===== src/rtl/lsu_dm_master_if.sv =====
// rtl/lsu_dm_master_if.sv - request/response and data-memory signal bundle of the load/store unit
interface lsu_dm_master_if;
  logic        req_valid;
  logic        req_ready;
  logic        req_we;
  logic [2:0]  req_op;
  logic [31:0] req_addr;
  logic [31:0] req_wdata;
  logic        resp_valid;
  logic [31:0] resp_rdata;
  logic        resp_err;
  logic        dm_DMWr;
  logic [3:0]  dm_LOADSel;
  logic [1:0]  dm_byte;
  logic [6:0]  dm_addr;
  logic [31:0] dm_din;
  logic [31:0] dm_dout;

  modport master (
    input  req_valid, req_we, req_op, req_addr, req_wdata, dm_dout,
    output req_ready, resp_valid, resp_rdata, resp_err,
           dm_DMWr, dm_LOADSel, dm_byte, dm_addr, dm_din
  );

  modport slave (
    output req_valid, req_we, req_op, req_addr, req_wdata, dm_dout,
    input  req_ready, resp_valid, resp_rdata, resp_err,
           dm_DMWr, dm_LOADSel, dm_byte, dm_addr, dm_din
  );
endinterface


===== src/rtl/lsu_dm_master.sv =====
// rtl/lsu_dm_master.sv - load/store unit driving the data-memory port
// One request at a time; misaligned loads use two word reads, misaligned stores become byte writes.
module lsu_dm_master #(
  parameter int DM_AW = 9
) (
  input logic             clk,
  input logic             rst,
  lsu_dm_master_if.master bus
);
  localparam logic [3:0] SEL_LW  = 4'b0000;
  localparam logic [3:0] SEL_LB  = 4'b0001;
  localparam logic [3:0] SEL_LBU = 4'b0010;
  localparam logic [3:0] SEL_LH  = 4'b0011;
  localparam logic [3:0] SEL_LHU = 4'b0100;
  localparam logic [3:0] SEL_SB  = 4'b0101;
  localparam logic [3:0] SEL_SH  = 4'b0110;
  localparam logic [3:0] SEL_SW  = 4'b0111;

  typedef enum logic [2:0] {S_IDLE, S_ACC0, S_ACC1, S_ACC2, S_ACC3, S_RESP} state_t;

  typedef struct packed {
    logic        wr;
    logic [3:0]  sel;
    logic [1:0]  lane;
    logic [6:0]  waddr;
    logic [31:0] din;
  } dm_cmd_t;

  function automatic logic [7:0] byte_of(input logic [31:0] w, input logic [1:0] k);
    case (k)
      2'd0:    return w[7:0];
      2'd1:    return w[15:8];
      2'd2:    return w[23:16];
      default: return w[31:24];
    endcase
  endfunction

  function automatic logic [31:0] extend(input logic [2:0] op, input logic [31:0] v);
    case (op[1:0])
      2'b00:   return op[2] ? {24'd0, v[7:0]} : {{24{v[7]}}, v[7:0]};
      2'b01:   return op[2] ? {16'd0, v[15:0]} : {{16{v[15]}}, v[15:0]};
      default: return v;
    endcase
  endfunction

  // Low word of {b, a} >> 8*o, i.e. the bytes starting at offset o of word a.
  function automatic logic [31:0] merge(input logic [31:0] a, input logic [31:0] b,
                                        input logic [1:0] o);
    case (o)
      2'd1:    return {b[7:0],  a[31:8]};
      2'd2:    return {b[15:0], a[31:16]};
      2'd3:    return {b[23:0], a[31:24]};
      default: return a;
    endcase
  endfunction

  function automatic dm_cmd_t dm_cmd(input logic we, input logic [2:0] op, input logic [8:0] addr,
                                     input logic [31:0] wdata, input logic mis, input logic [1:0] k);
    dm_cmd_t    c;
    logic [8:0] ba;
    c  = '0;
    ba = addr + {7'd0, k};
    if (mis && we) begin
      c.wr    = 1'b1;
      c.sel   = SEL_SB;
      c.lane  = ba[1:0];
      c.waddr = ba[8:2];
      c.din   = {24'd0, byte_of(wdata, k)};
    end else if (mis) begin
      c.sel   = SEL_LW;
      c.waddr = addr[8:2] + {5'd0, k};
    end else begin
      c.wr    = we;
      c.lane  = addr[1:0];
      c.waddr = addr[8:2];
      case (op[1:0])
        2'b00: begin
          c.sel = we ? SEL_SB : (op[2] ? SEL_LBU : SEL_LB);
          c.din = {24'd0, wdata[7:0]};
        end
        2'b01: begin
          c.sel = we ? SEL_SH : (op[2] ? SEL_LHU : SEL_LH);
          c.din = addr[1] ? {wdata[15:0], 16'd0} : {16'd0, wdata[15:0]};
        end
        default: begin
          c.sel = we ? SEL_SW : SEL_LW;
          c.din = wdata;
        end
      endcase
      if (!we) c.din = '0;
    end
    return c;
  endfunction

  state_t      state_q, state_d, acc_next;
  logic        we_q, we_d, mis_q, mis_d;
  logic [2:0]  op_q, op_d;
  logic [8:0]  addr_q, addr_d;
  logic [31:0] wdata_q, wdata_d, word_a_q, word_a_d;
  logic [1:0]  last_q, last_d, acc_k;
  logic        ready_q, ready_d, resp_valid_q, resp_valid_d, resp_err_q, resp_err_d;
  logic [31:0] resp_rdata_q, resp_rdata_d;
  dm_cmd_t     dm_q, dm_d;

  logic [2:0]  req_size;
  logic [31:0] req_end;
  logic        req_mis, req_err;

  always_comb begin
    case (bus.req_op[1:0])
      2'b00:   req_size = 3'd1;
      2'b01:   req_size = 3'd2;
      default: req_size = 3'd4;
    endcase
    req_end = bus.req_addr + {29'd0, req_size} - 32'd1;
    req_err = ((bus.req_addr >> DM_AW) != 32'd0) || ((req_end >> DM_AW) != 32'd0);
    req_mis = (req_size == 3'd2 && bus.req_addr[0]) ||
              (req_size == 3'd4 && bus.req_addr[1:0] != 2'd0);
  end

  always_comb begin
    state_d      = state_q;
    we_d         = we_q;
    op_d         = op_q;
    addr_d       = addr_q;
    wdata_d      = wdata_q;
    mis_d        = mis_q;
    last_d       = last_q;
    word_a_d     = word_a_q;
    resp_valid_d = 1'b0;
    resp_rdata_d = '0;
    resp_err_d   = 1'b0;
    dm_d         = '0;
    acc_k        = 2'd0;
    acc_next     = S_RESP;
    case (state_q)
      S_ACC0:  begin acc_k = 2'd0; acc_next = S_ACC1; end
      S_ACC1:  begin acc_k = 2'd1; acc_next = S_ACC2; end
      S_ACC2:  begin acc_k = 2'd2; acc_next = S_ACC3; end
      S_ACC3:  begin acc_k = 2'd3; acc_next = S_RESP; end
      default: ;
    endcase

    case (state_q)
      S_IDLE: begin
        if (bus.req_valid) begin
          we_d    = bus.req_we;
          op_d    = bus.req_op;
          addr_d  = bus.req_addr[8:0];
          wdata_d = bus.req_wdata;
          mis_d   = req_mis;
          // Index of the final access cycle: stores split into one byte per cycle.
          if (!req_mis)                    last_d = 2'd0;
          else if (!bus.req_we)            last_d = 2'd1;
          else if (req_size == 3'd2)       last_d = 2'd1;
          else                             last_d = 2'd3;
          if (req_err) begin
            state_d      = S_RESP;
            resp_valid_d = 1'b1;
            resp_err_d   = 1'b1;
          end else begin
            state_d = S_ACC0;
            dm_d    = dm_cmd(bus.req_we, bus.req_op, bus.req_addr[8:0], bus.req_wdata,
                             req_mis, 2'd0);
          end
        end
      end
      S_ACC0, S_ACC1, S_ACC2, S_ACC3: begin
        if (acc_k == 2'd0) word_a_d = bus.dm_dout;
        if (acc_k == last_q) begin
          state_d      = S_RESP;
          resp_valid_d = 1'b1;
          if (!we_q)
            resp_rdata_d = mis_q ? extend(op_q, merge(word_a_q, bus.dm_dout, addr_q[1:0]))
                                 : bus.dm_dout;
        end else begin
          state_d = acc_next;
          dm_d    = dm_cmd(we_q, op_q, addr_q, wdata_q, mis_q, acc_k + 2'd1);
        end
      end
      default: state_d = S_IDLE;
    endcase
    ready_d = (state_d == S_IDLE);
  end

  always_ff @(posedge clk) begin
    if (rst) begin
      state_q      <= S_IDLE;
      we_q         <= 1'b0;
      op_q         <= '0;
      addr_q       <= '0;
      wdata_q      <= '0;
      mis_q        <= 1'b0;
      last_q       <= '0;
      word_a_q     <= '0;
      ready_q      <= 1'b1;
      resp_valid_q <= 1'b0;
      resp_rdata_q <= '0;
      resp_err_q   <= 1'b0;
      dm_q         <= '0;
    end else begin
      state_q      <= state_d;
      we_q         <= we_d;
      op_q         <= op_d;
      addr_q       <= addr_d;
      wdata_q      <= wdata_d;
      mis_q        <= mis_d;
      last_q       <= last_d;
      word_a_q     <= word_a_d;
      ready_q      <= ready_d;
      resp_valid_q <= resp_valid_d;
      resp_rdata_q <= resp_rdata_d;
      resp_err_q   <= resp_err_d;
      dm_q         <= dm_d;
    end
  end

  assign bus.req_ready  = ready_q;
  assign bus.resp_valid = resp_valid_q;
  assign bus.resp_rdata = resp_rdata_q;
  assign bus.resp_err   = resp_err_q;
  assign bus.dm_DMWr    = dm_q.wr;
  assign bus.dm_LOADSel = dm_q.sel;
  assign bus.dm_byte    = dm_q.lane;
  assign bus.dm_addr    = dm_q.waddr;
  assign bus.dm_din     = dm_q.din;
endmodule


===== src/flat_wrapper.sv =====
// flat-port wrapper written by rule: the top's interface ports become plain ports
module lsu_dm_master_flat 
#(
  parameter int DM_AW = 9
)
  (clk, rst, bus_req_valid, bus_req_we, bus_req_op, bus_req_addr, bus_req_wdata, bus_dm_dout, bus_req_ready, bus_resp_valid, bus_resp_rdata, bus_resp_err, bus_dm_DMWr, bus_dm_LOADSel, bus_dm_byte, bus_dm_addr, bus_dm_din);
  lsu_dm_master_if bus_i ();
  input logic clk;
  input logic rst;
  input wire logic [$bits(bus_i.req_valid)-1:0] bus_req_valid;
  input wire logic [$bits(bus_i.req_we)-1:0] bus_req_we;
  input wire logic [$bits(bus_i.req_op)-1:0] bus_req_op;
  input wire logic [$bits(bus_i.req_addr)-1:0] bus_req_addr;
  input wire logic [$bits(bus_i.req_wdata)-1:0] bus_req_wdata;
  input wire logic [$bits(bus_i.dm_dout)-1:0] bus_dm_dout;
  output wire logic [$bits(bus_i.req_ready)-1:0] bus_req_ready;
  output wire logic [$bits(bus_i.resp_valid)-1:0] bus_resp_valid;
  output wire logic [$bits(bus_i.resp_rdata)-1:0] bus_resp_rdata;
  output wire logic [$bits(bus_i.resp_err)-1:0] bus_resp_err;
  output wire logic [$bits(bus_i.dm_DMWr)-1:0] bus_dm_DMWr;
  output wire logic [$bits(bus_i.dm_LOADSel)-1:0] bus_dm_LOADSel;
  output wire logic [$bits(bus_i.dm_byte)-1:0] bus_dm_byte;
  output wire logic [$bits(bus_i.dm_addr)-1:0] bus_dm_addr;
  output wire logic [$bits(bus_i.dm_din)-1:0] bus_dm_din;
  assign bus_i.req_valid = bus_req_valid;
  assign bus_i.req_we = bus_req_we;
  assign bus_i.req_op = bus_req_op;
  assign bus_i.req_addr = bus_req_addr;
  assign bus_i.req_wdata = bus_req_wdata;
  assign bus_i.dm_dout = bus_dm_dout;
  assign bus_req_ready = bus_i.req_ready;
  assign bus_resp_valid = bus_i.resp_valid;
  assign bus_resp_rdata = bus_i.resp_rdata;
  assign bus_resp_err = bus_i.resp_err;
  assign bus_dm_DMWr = bus_i.dm_DMWr;
  assign bus_dm_LOADSel = bus_i.dm_LOADSel;
  assign bus_dm_byte = bus_i.dm_byte;
  assign bus_dm_addr = bus_i.dm_addr;
  assign bus_dm_din = bus_i.dm_din;
  lsu_dm_master #(.DM_AW(DM_AW)) u_core (.clk(clk), .rst(rst), .bus(bus_i));
endmodule

===== config.mk =====
export PLATFORM = sky130hd
export DESIGN_NAME = lsu_dm_master_flat
export DESIGN_NICKNAME = d
export VERILOG_FILES = /design/src/rtl/lsu_dm_master_if.sv /design/src/rtl/lsu_dm_master.sv /design/src/flat_wrapper.sv
export SDC_FILE = /design/constraint.sdc
export NUM_CORES = 1
export LEC_CHECK = 0
export BUFFER_PORTS_ARGS = -buffer_cell sky130_fd_sc_hd__buf_4
export CORE_MARGIN = 2
export CORE_UTILIZATION = 24
export DETAILED_ROUTE_END_ITERATION = 8
export PLACE_DENSITY = 0.53
export SLEW_MARGIN = 25
export SYNTH_ARGS = -nofsm -noshare
export SYNTH_HDL_FRONTEND = slang
export SYNTH_SLANG_ARGS = --single-unit

===== constraint.sdc =====
create_clock -name clk -period 10 [get_ports clk]
set_input_delay 0.5 -clock clk [delete_from_list [all_inputs] [get_ports clk]]
set_output_delay 0.5 -clock clk [all_outputs]
set_load 0.02 [all_outputs]

==> impl_metrics.py, run 1 <==
metrics = {
    "yosys": {
        "yosysSeqAreaShare_pct": 31.6,
        "synth_top_area_share_pct": 31.6,
        "yosysTopAreaCell": "dfxtp_1",
        "ys_warn_count": 0,
        "avgSynthCellArea_sq_um": 7.72,
        "yosys_most_used_dff": "dfxtp_1",
        "synth_edf_count": 0,
        "synth_area_sq_mm": 0.0103,
        "ys_async_sr_fraction_pct": 0,
        "netlist_instances": 1329,
        "synth_cell_types": 94,
        "ys_ff_latch": 162,
        "synthTopCellsByArea": "dfxtp_1 (32%), nand2_1 (10%), a21oi_1 (6.6%), ha_1 (5.6%), o21ai_0 (3.6%)",
        "syn-num-nets": 1480,
    },
    "setup_path": {
        "rr_worst_depth": 12,
        "path_depth": 17,
        "regToRegStartpoint": "u_core.state_q[1]$_SDFF_PP0_",
        "startpoint_type": "input pin",
        "critPathCaptureType": "flop",
        "crit_required_ns": 10.36,
        "crit_chain": "buf_4 -> and2b_2 -> inv_1 -> ha_1 -> inv_1 -> ha_1 -> nand2_1 -> o311ai_2 -> a21o_1 -> a211o_1 -> a221oi_2 -> o2111a_1 -> and3_1 -> o211a_1 -> or4b_2 -> buf_4 -> o31ai_2",
        "critical_path_class": "in -> reg",
        "worstReg2RegEnd": "u_core.bus.dm_addr[6]$_SDFF_PP0_",
        "cp_slowest_cell": "or4b_2",
        "path_max_fanout": 44,
        "rrSetupSlack_ns": 6.23,
        "endpoint": "u_core.bus.dm_din[16]$_SDFF_PP0_",
        "cp.buffers_inverters": 4,
        "max_stage_delay_ns": 0.59,
        "cp.arrival_ns": 4.60,
        "crit_family": "compound AO/OA/AOI/OAI gates",
        "startpoint": "bus_req_op[1]",
    },
    "sta": {
        "rsz0062_at_grt": "no",
        "fmax_mhz": 236,
        "hold_violations": 0,
        "fin_worst_skew_ns": 0.0108,
        "max_slew_margin_pct": 30.7,
        "period_share_pct": 42.5,
        "tns_ns": 0,
        "finalWorstSetupSlack_ns": 5.75,
        "worst_pin_slew_ns": 1.04,
        "finalSetupViolations": 0,
        "hold_ws_ns": 0.300,
        "finalMaxSlewViolations": 0,
        "min_period_ns": 4.25,
    },
    "layout": {
        "fill_cells": 4595,
        "post_route_cells_drive_above_1_share_pct": 20.8,
        "final_common_cell": "nand2_1",
        "nets": 1607,
        "area_growth_pct": 22.8,
        "multi_input_area_sq_mm": 0.00633,
        "ff_latch_area_sq_mm": 0.00325,
        "final_cell_mix": "nand2_1 (280), buf_4 (196), dfxtp_1 (160)",
        "instances_no_fill": 2009,
    },
    "detailed_routing": {
        "remaining_drc_errors": 0,
        "totalWireLength_um": 37000,
        "vias": 10100,
        "drtIter0Drc": 867,
        "vias_per_cell": 5.03,
        "firstDrtPassIters": 7,
        "route.met2.wl_um": 17600,
        "topRoutingLayerUsed": "met4",
        "post_drt_wl_per_cell_um": 18.4,
        "met3_length_um": 1740,
        "wl_met1_um": 17000,
        "ant_nets": 0,
    },
    "clocking": {
        "tritoncts": "built",
        "cts_max_level": 4,
        "cts.sinks": 162,
        "cts_setup_buffers": 0,
        "clk_latency_ns": 0.45,
        "cts-resized-gates": 0,
        "clockBufferDepth": 2,
        "clk_pin_slew_ns": 0.06,
        "cts_hold_buf": 0,
        "cts-root-buf": "clkbuf_16",
        "cts_made_buffers": 17,
    },
    "die": {
        "die-area_sq_mm": 0.0444,
        "core_sq_mm": 0.0420,
        "row_count": 75,
        "start_util_pct": 24.4,
        "die_height_um": 211,
        "ioPinCount": 184,
        "die_w_um": 211,
    },
    "place": {
        "dp.cells": 1976,
        "portBuffers": 182,
        "routabilityCongestion": 0.828,
        "place_ws_ns": 5.36,
        "place_hpwl_um": 27500,
    },
    "grt": {
        "grt_max_degree": 87,
        "antenna_found_initial": 2,
        "grt_pass1_vias": 9774,
        "grt_util_all_layers_pct": 16.6,
        "grt-ovfl-total": 0,
        "grt_pass1_wl_um": 57400,
    },
    "worst_hold_path": {
        "holdCritPathClass": "in -> reg",
    },
    "power_and_ir_drop": {
        "p_total_mw": 2.21,
        "p_leak_nw": 5.02,
        "pwr_density_cell_mw_per_mm2": 176,
        "max-vdd-ir-drop_v": 0.0000726,
    },
    "run": {
        "cap_violations": 0,
    },
    "status": {
        "status": "completed",
    },
}
[synth_stat cells, drive strengths merged (5+ instances only)]
cell type,count
a22oi,17
nand4,8
nand3b,8
and2,5
o221ai,9
o31ai,20
o22ai,11
o2111ai,7
o211ai,16
and3,8
nand3,28
ha,46
buf,17
mux2i,30
a21oi,137
clkbuf,71
mux2,11
dfxtp,162
nor4,6
o21ai,110
xnor2,12
a31oi,12
nand2b,18
nor2b,21
nand2,281
nor3,19
inv,60
nor2,71
a22o,18
a21boi,7
[per-stage QoR]
| stage | area, sq um | util, % |
|---|---|---|
| 5_1_grt | 12600 | 30.0 |
| 3_3_place_gp | 11900 | 28.4 |
| 4_1_cts | 12600 | 30.0 |
| 2_1_floorplan | 10300 | - |
| 3_5_place_dp | 11900 | 28.4 |
| 6_report | 12600 | 30.0 |
[flip-flops by register name, indices dropped and copies added (netlist names), 2 cells and up]
register / flops
u_core.bus.dm_din: 32
u_core.word_a_q: 32
u_core.op_q: 3
u_core.last_q: 2
u_core.state_q: 3
u_core.addr_q: 9
u_core.bus.dm_addr: 7
u_core.wdata_q: 32
u_core.bus.dm_byte: 2
u_core.bus.resp_rdata: 32
u_core.bus.dm_LOADSel: 3
[cell families after synthesis]
group,share of synthesized area (%)
AND/OR/NAND/NOR,22.7
multiplexers,5.01
buffers and inverters,6.85
XOR/XNOR,1.44
other,0.0365
adder cells (fa/ha/maj),6.10
AO/OA/AOI/OAI,26.3
flip-flops,31.6
[layout make-up]
class                           instances  area share (%)
Multi-Input combinational cell       1019            50.3
Clock inverter                          9            1.20
Timing Repair Buffer                  196            11.7
Clock buffer                           22            3.92
Sequential cell                       162            25.8
Inverter                               60            1.79
Antenna cell                            2          0.0397
Tap cell                              539            5.35
[worst min-delay path by stage]
stage | from | end | slack [ns] | depth (start not counted)
after CTS | bus_dm_dout[26] | u_core.word_a_q[26]$_SDFFE_PP0P_ | 0.28 | 3
after global placement | u_core.word_a_q[2]$_SDFFE_PP0P_ | u_core.word_a_q[2]$_SDFFE_PP0P_ | 0.44 | 2
after detailed placement | u_core.word_a_q[8]$_SDFFE_PP0P_ | u_core.word_a_q[8]$_SDFFE_PP0P_ | 0.45 | 2
after floorplan | u_core.word_a_q[7]$_SDFFE_PP0P_ | u_core.word_a_q[7]$_SDFFE_PP0P_ | 0.43 | 2
final | bus_dm_dout[26] | u_core.word_a_q[26]$_SDFFE_PP0P_ | 0.30 | 3
after global routing | bus_dm_dout[26] | u_core.word_a_q[26]$_SDFFE_PP0P_ | 0.30 | 3
[worst min-delay path: cells and delay by family]
kind / cells / cell delay (ns)
buf+inv: 1 / 0.11
compound gates: 1 / 0.05
simple gates: 1 / 0.05
[report_power, final]
part | switching (mW) | internal, mW | total [mW]
clock network | 0.276 | 0.449 | 0.724
registers | 0.0718 | 0.724 | 0.796
logic | 0.439 | 0.254 | 0.693
[routing by layer]
layer	global-route usage [%]	vias up
li1	-	4935
met4	5.56	0
met5	0	-
met3	2.56	44
met1	22.3	4831
met2	27.2	304
Power figures use the tool's default switching activity.
==> run 2: changes to the inputs <==
==> constraint.sdc (replaced) <==
create_clock -name clk -period 4.3 [get_ports clk]
set_input_delay 0.215 -clock clk [delete_from_list [all_inputs] [get_ports clk]]
set_output_delay 0.215 -clock clk [all_outputs]
set_load 0.02 [all_outputs]
==> run 2 against run 1 <==
Sequential cell count unchanged. Worst hold slack got worse by 0.27 ns. Wire length increased by 1.5%.
==> impl_metrics.py, run 2 (synthesis gave the netlist of run 1 again) <==
metrics = {
    "place": {
        "portBuffers": 182,
        "dp.cells": 1984,
        "place_hpwl_um": 27700,
        "place_area_sq_mm": 0.0120,
        "routabilityCongestion": 0.868,
    },
    "sta": {
        "max_slew_margin_pct": 28.7,
        "finalMaxSlewViolations": 0,
        "hold_violations": 0,
        "fin_worst_skew_ns": 0.0105,
        "min_period_ns": 3.59,
        "worst_pin_slew_ns": 1.07,
        "finalSetupViolations": 0,
        "tns_ns": 0,
        "rsz0062_at_grt": "no",
        "fmax_mhz": 278,
        "period_share_pct": 83.5,
    },
    "detailed_routing": {
        "ant_nets": 0,
        "totalWireLength_um": 37600,
        "firstDrtPassIters": 6,
        "remaining_drc_errors": 0,
        "drtIter0Drc": 927,
        "vias_per_cell": 5.03,
        "vias": 10200,
        "post_drt_wl_per_cell_um": 18.6,
    },
    "worst_hold_path": {
        "worstHoldPathCells": 3,
        "holdCritPathClass": "in -> reg",
        "hold_start": "bus_req_wdata[20]",
        "hold-path-endpoint": "u_core.wdata_q[20]$_SDFFE_PP0P_",
    },
    "power_and_ir_drop": {
        "p_leak_nw": 5.06,
        "p_total_mw": 5.14,
        "pwr_density_cell_mw_per_mm2": 405,
        "max-vdd-ir-drop_v": 0.000210,
    },
    "clocking": {
        "cts.sinks": 162,
        "clk_pin_slew_ns": 0.07,
        "clockBufferDepth": 2,
        "tritoncts": "built",
        "cts_max_level": 4,
        "cts-root-buf": "clkbuf_16",
        "cts_made_buffers": 17,
        "clk_latency_ns": 0.45,
    },
    "setup_path": {
        "cp.arrival_ns": 3.95,
        "rrSetupSlack_ns": 1.18,
        "critical_path_class": "in -> reg",
        "regToRegStartpoint": "u_core.state_q[1]$_SDFF_PP0_",
        "startpoint_type": "input pin",
        "worstReg2RegEnd": "u_core.bus.dm_addr[6]$_SDFF_PP0_",
        "path_max_fanout": 44,
        "rr_worst_depth": 13,
        "crit_required_ns": 4.66,
        "critPathCaptureType": "flop",
    },
    "layout": {
        "fin_area_sq_mm": 0.0127,
        "fill_cells": 4594,
        "instances_no_fill": 2021,
        "post_route_cells_drive_above_1_share_pct": 21.3,
        "nets": 1618,
        "area_growth_pct": 23.7,
        "final_common_cell": "nand2_1",
        "final_cell_mix": "nand2_1 (280), buf_4 (203), dfxtp_1 (160)",
    },
    "die": {
        "row_count": 75,
        "die-area_sq_mm": 0.0444,
        "core_sq_mm": 0.0420,
        "start_util_pct": 24.4,
        "die_height_um": 211,
        "die_w_um": 211,
        "ioPinCount": 184,
    },
    "run": {
        "cap_violations": 0,
    },
    "grt": {
        "grt-ovfl-total": 0,
        "grt_pass1_vias": 9750,
        "grt_util_all_layers_pct": 16.7,
        "antenna_found_initial": 3,
        "grt_pass1_wl_um": 57700,
        "grt_max_degree": 87,
    },
    "status": {
        "status": "completed",
    },
}
run 2: changes by cell type in the layout (fill, tap and decap cells not counted):
cell and change:
buf_12 +1, buf_4 +7, bufinv_16 -1, clkbuf_8 -1
clkinv_2 -2, clkinv_4 +3, clkinvlp_4 +2, dlygate4sd3_1 +3
run 2: what timing repair did:
| item | 4_1_cts | 5_1_grt |
|---|---|---|
| resized for setup | 0 | 0 |
| hold endpoints to repair | 3 | 0 |
| hold buffers | 3 | 0 |
| setup buffers | 0 | 0 |
run 2: report_power, final:
group	total, mW	internal (mW)	switching [mW]
sequential	1.86	1.68	0.175
combinational	1.63	0.610	1.02
clock	1.64	0.977	0.665
run 2: through the flow:
stage	util, %	worst slack [ns]	hold WS [ns]
4_1_cts	30.2	0.762	0.00147
3_3_place_gp	28.6	0.335	0.442
2_1_floorplan	-	0.833	0.322
5_1_grt	30.2	0.449	0.0125
6_report	30.2	0.707	0.0261
3_5_place_dp	28.6	0.287	0.447
run 2: critical path: stages:
cell and delay, ns:
buf_4 0.13, and2b_2 0.25, inv_1 0.10, ha_1 0.15
inv_1 0.04, ha_1 0.26, nand2_1 0.11, nor4_2 0.22
o2111ai_1 0.19, and3_1 0.30, o21ai_2 0.20, nor4b_1 0.27
a211o_1 0.20, o211a_1 0.17, or4b_2 0.64, buf_12 0.24
o31ai_2 0.24
run 2: per-layer routing:
metal / track usage, % / vias up / wire (um)
met5: 0 / - / 16
met4: 5.08 / 2 / 718
met3: 2.87 / 40 / 1590
met2: 27.3 / 268 / 17800
met1: 22.3 / 4888 / 17500
li1: - / 4962 / -
run 2: area by class of cell:
type | count | area [sq um] | area share (%)
Antenna cell | 2 | 5.00 | 0.0394
Clock buffer | 21 | 480 | 3.79
Clock inverter | 11 | 153 | 1.20
Inverter | 60 | 225 | 1.77
Multi-Input combinational cell | 1019 | 6330 | 49.9
Sequential cell | 162 | 3250 | 25.6
Tap cell | 539 | 674 | 5.31
Timing Repair Buffer | 207 | 1570 | 12.4
run 2: worst max-delay path by stage:
stage               slack [ns]  cells after the start                          endpoint           from
global route              0.45                     16  u_core.bus.dm_din[20]$_SDFF_PP0_  bus_req_op[1]
global placement          0.33                     17  u_core.bus.dm_din[20]$_SDFF_PP0_  bus_req_op[1]
floorplan                 0.83                     18  u_core.bus.dm_din[22]$_SDFF_PP0_  bus_req_op[1]
finish                    0.71                     17  u_core.bus.dm_din[16]$_SDFF_PP0_  bus_req_op[1]
detailed placement        0.29                     16  u_core.bus.dm_din[16]$_SDFF_PP0_  bus_req_op[1]
CTS                       0.76                     17  u_core.bus.dm_din[16]$_SDFF_PP0_  bus_req_op[1]
==> run 3: changes to the inputs <==
--- a/config.mk
+++ b/config.mk
@@ -5,11 +5,12 @@
 export SDC_FILE = /design/constraint.sdc
 export NUM_CORES = 1
 export LEC_CHECK = 0
+export ABC_AREA = 1
 export BUFFER_PORTS_ARGS = -buffer_cell sky130_fd_sc_hd__buf_4
 export CORE_MARGIN = 2
 export CORE_UTILIZATION = 24
 export DETAILED_ROUTE_END_ITERATION = 8
-export PLACE_DENSITY = 0.53
+export PLACE_DENSITY = 0.54
 export SLEW_MARGIN = 25
 export SYNTH_ARGS = -nofsm -noshare
 export SYNTH_HDL_FRONTEND = slang
==> constraint.sdc (replaced) <==
create_clock -name clk -period 2.9 [get_ports clk]
set_input_delay 0.145 -clock clk [delete_from_list [all_inputs] [get_ports clk]]
set_output_delay 0.145 -clock clk [all_outputs]
set_load 0.02 [all_outputs]
==> run 3 against run 2 <==
Worst setup slack worse by 0.52 ns. Design area is 9.0% higher. Global-route usage is 0.84 points higher. Via count is 16% higher. First-iteration DRC count is 14% lower. Critical path type unchanged. Highest routed layer unchanged.
==> impl_metrics.py, run 3 <==
metrics = {
    "place": {
        "place_ws_ns": -0.0940,
        "routabilityCongestion": 0.907,
        "place_hpwl_um": 31200,
        "place_area_sq_mm": 0.0128,
        "portBuffers": 182,
    },
    "die": {
        "core_sq_mm": 0.0441,
        "ioPinCount": 184,
        "die-area_sq_mm": 0.0463,
        "die_w_um": 215,
        "start_util_pct": 24.3,
        "row_count": 77,
        "die_height_um": 215,
    },
    "sta": {
        "finalSetupViolations": 0,
        "min_period_ns": 2.71,
        "max_slew_margin_pct": 39.0,
        "fin_worst_skew_ns": 0.0150,
        "tns_ns": 0,
        "fmax_mhz": 369,
        "finalMaxSlewViolations": 0,
        "hold_violations": 0,
        "finalWorstSetupSlack_ns": 0.187,
        "worst_pin_slew_ns": 0.912,
        "period_share_pct": 93.6,
    },
    "yosys": {
        "yosysSeqAreaShare_pct": 30.3,
        "yosys_most_used_dff": "dfxtp_1",
        "synth_compound_area_share_pct": 23.6,
        "syn-num-nets": 1784,
        "synthMuxAreaShare_pct": 0,
        "synthXorXnorAreaFrac_pct": 0.806,
        "synth_top_area_share_pct": 30.3,
        "yosys-top-cells-count": "nand2_1 (339), inv_1 (230), a21oi_1 (180)",
        "yosysTopAreaCell": "dfxtp_1",
        "synth_area_sq_mm": 0.0107,
        "synthAdderAreaFrac_pct": 5.75,
        "synthSimpleGateAreaFrac_pct": 27.2,
        "avgSynthCellArea_sq_um": 6.56,
        "ys_warn_count": 0,
        "netlist_instances": 1633,
        "ys_ff_latch": 162,
        "synth_cell_types": 58,
        "synth_top_family_by_area": "simple AND/OR/NAND/NOR gates",
        "ys_async_sr_fraction_pct": 0,
        "yosysMostFrequentCell": "nand2_1",
        "synth_edf_count": 0,
        "synthTopCellsByArea": "dfxtp_1 (30%), nand2_1 (12%), a21oi_1 (8.4%), inv_1 (8.1%), nor2_1 (6.1%)",
    },
    "power_and_ir_drop": {
        "max-vdd-ir-drop_v": 0.000420,
        "power.share.clock_pct": 23.8,
        "p_leak_nw": 6.06,
        "switching_share_pct": 44.6,
        "p_int_mw": 5.22,
        "p_seq_share_pct": 32.5,
        "p_total_mw": 9.43,
        "pwr_density_cell_mw_per_mm2": 682,
        "switchingPower_mw": 4.21,
        "combPwrFrac_pct": 43.7,
    },
    "layout": {
        "nets": 1972,
        "final_common_cell": "nand2_1",
        "post-route-util_pct": 31.4,
        "post_route_cells_drive_above_1_share_pct": 20.1,
        "area_growth_pct": 29.2,
        "fin_area_sq_mm": 0.0138,
        "final_cell_mix": "nand2_1 (326), inv_1 (230), buf_4 (222)",
    },
    "detailed_routing": {
        "ant_nets": 0,
        "totalWireLength_um": 41900,
        "vias": 11800,
        "firstDrtPassIters": 8,
        "remaining_drc_errors": 0,
        "vias_per_cell": 4.84,
        "drtIter0Drc": 794,
        "post_drt_wl_per_cell_um": 17.3,
    },
    "clocking": {
        "cts_max_level": 4,
        "cts-root-buf": "clkbuf_16",
        "cts_made_buffers": 17,
        "clk_latency_ns": 0.44,
        "tritoncts": "built",
        "clk_pin_slew_ns": 0.08,
        "clockBufferDepth": 2,
        "cts.sinks": 162,
    },
    "grt": {
        "grt-ovfl-total": 0,
        "antenna_found_initial": 3,
        "grt_pass1_vias": 11400,
        "busiest_layer": "met2",
        "grt_util_all_layers_pct": 17.5,
        "use_met1_pct": 22.5,
        "groute.layer.met2.usage_pct": 29.2,
        "grt_pass1_wl_um": 64200,
        "met3_usage_pct": 4.26,
        "grt_max_degree": 84,
    },
    "setup_path": {
        "cpMostUsedCell": "nand2_1",
        "rrSetupSlack_ns": 0.29,
        "path_max_fanout": 7,
        "critical_path_class": "in -> reg",
        "crit_required_ns": 3.25,
        "crit_chain": "dlygate4sd3_1 -> buf_4 -> inv_1 -> ha_4 -> nand2_2 -> inv_1 -> nand2_1 -> nor2_1 -> nand2_1 -> nand3_4 -> nand2_2 -> nand2_4 -> nand2_1 -> nand2_1 -> xor2_1 -> nand3_2 -> nor2_8 -> buf_12 -> clkbuf_16 -> nand4_1 -> a21oi_1",
        "startpoint_type": "input pin",
        "cp_slowest_cell": "dlygate4sd3_1",
        "critPathCaptureType": "flop",
        "cp.arrival_ns": 3.06,
        "max_stage_delay_ns": 0.54,
    },
    "worst_hold_path": {
        "holdCritPathClass": "in -> reg",
    },
    "status": {
        "status": "completed",
    },
    "run": {
        "cap_violations": 0,
    },
}
[run 3: cell types whose count changed after synthesis, moves of 21 or more]
cell	delta
mux2i_1	-30
a21oi_1	+44
nand3_1	+21
inv_1	+170
nor2_1	+105
nand4_1	+46
nand2_1	+58
o21ai_0	+36
o21ai_1	-24
[run 3: critical path, delay by kind of cell]
kind	cells	cell delay, ns
adder cells (fa/ha/maj)	1	0.28
XOR/XNOR	1	0.17
buffers and inverters	6	1.13
AO/OA/AOI/OAI	1	0.17
AND/OR/NAND/NOR	12	1.13
[run 3: cell type report]
class | count | area [sq um]
Clock inverter | 15 | 158
Inverter | 247 | 933
Multi-Input combinational cell | 1145 | 6300
Sequential cell | 162 | 3250
Antenna cell | 1 | 2.50
Clock buffer | 17 | 425
Timing Repair Buffer | 248 | 2030
Tap cell | 592 | 741
Fill cell | 4959 | 30300
[run 3: metrics by stage]
step	cells	hold WS, ns
6_report	2427	0.0139
5_1_grt	2426	0.0216
4_1_cts	2420	0.00153
3_5_place_dp	2373	0.442
3_3_place_gp	2373	0.430
2_1_floorplan	1633	0.280
[run 3: worst paths after layout]
path	startpoint	end	cells after the start
worst min-delay path	bus_req_wdata[14]	u_core.wdata_q[14]$_SDFFE_PP0P_	3
worst max register to register	u_core.state_q[1]$_SDFF_PP0_	u_core.bus.dm_addr[6]$_SDFF_PP0_	19
worst min register to register	u_core.word_a_q[11]$_SDFFE_PP0P_	u_core.word_a_q[11]$_SDFFE_PP0P_	2
worst max-delay path	bus_req_addr[6]	u_core.bus.dm_din[16]$_SDFF_PP0_	21
[run 3: power by group through the flow]
stage / Sequential [mW] / Combinational (mW) / Clock [mW]
detailed placement: 3.10 / 4.03 / 0
finish: 3.07 / 4.12 / 2.24
global route: 3.12 / 4.56 / 2.38
CTS: 3.05 / 4.06 / 2.30
floorplan: 3.17 / 2.55 / 0
global placement: 3.10 / 4.00 / 0
[run 3: kinds of logic (layout without fill, tap and decap cells)]
family,count (synthesis),in the layout
AO/OA/AOI/OAI,420,420
other,1,2
XOR/XNOR,9,9
AND/OR/NAND/NOR,667,667
buffers and inverters,326,527
adder cells (fa/ha/maj),48,48
flip-flops,162,162
[run 3: per-layer routing]
| metal | routed length, um | part of all wire, % |
|---|---|---|
| met5 | 33 | 0.079 |
| met4 | 925 | 2.2 |
| met3 | 3400 | 8.1 |
| met2 | 19600 | 47 |
| met1 | 17900 | 43 |
[run 3: repair_timing]
item / in CTS / in global routing
endpoints found under the setup margin: 0 / 49
gates resized for setup: 0 / 36
hold buffers: 15 / 0
hold endpoints to repair: 15 / 0
buffers inserted: 0 / 2
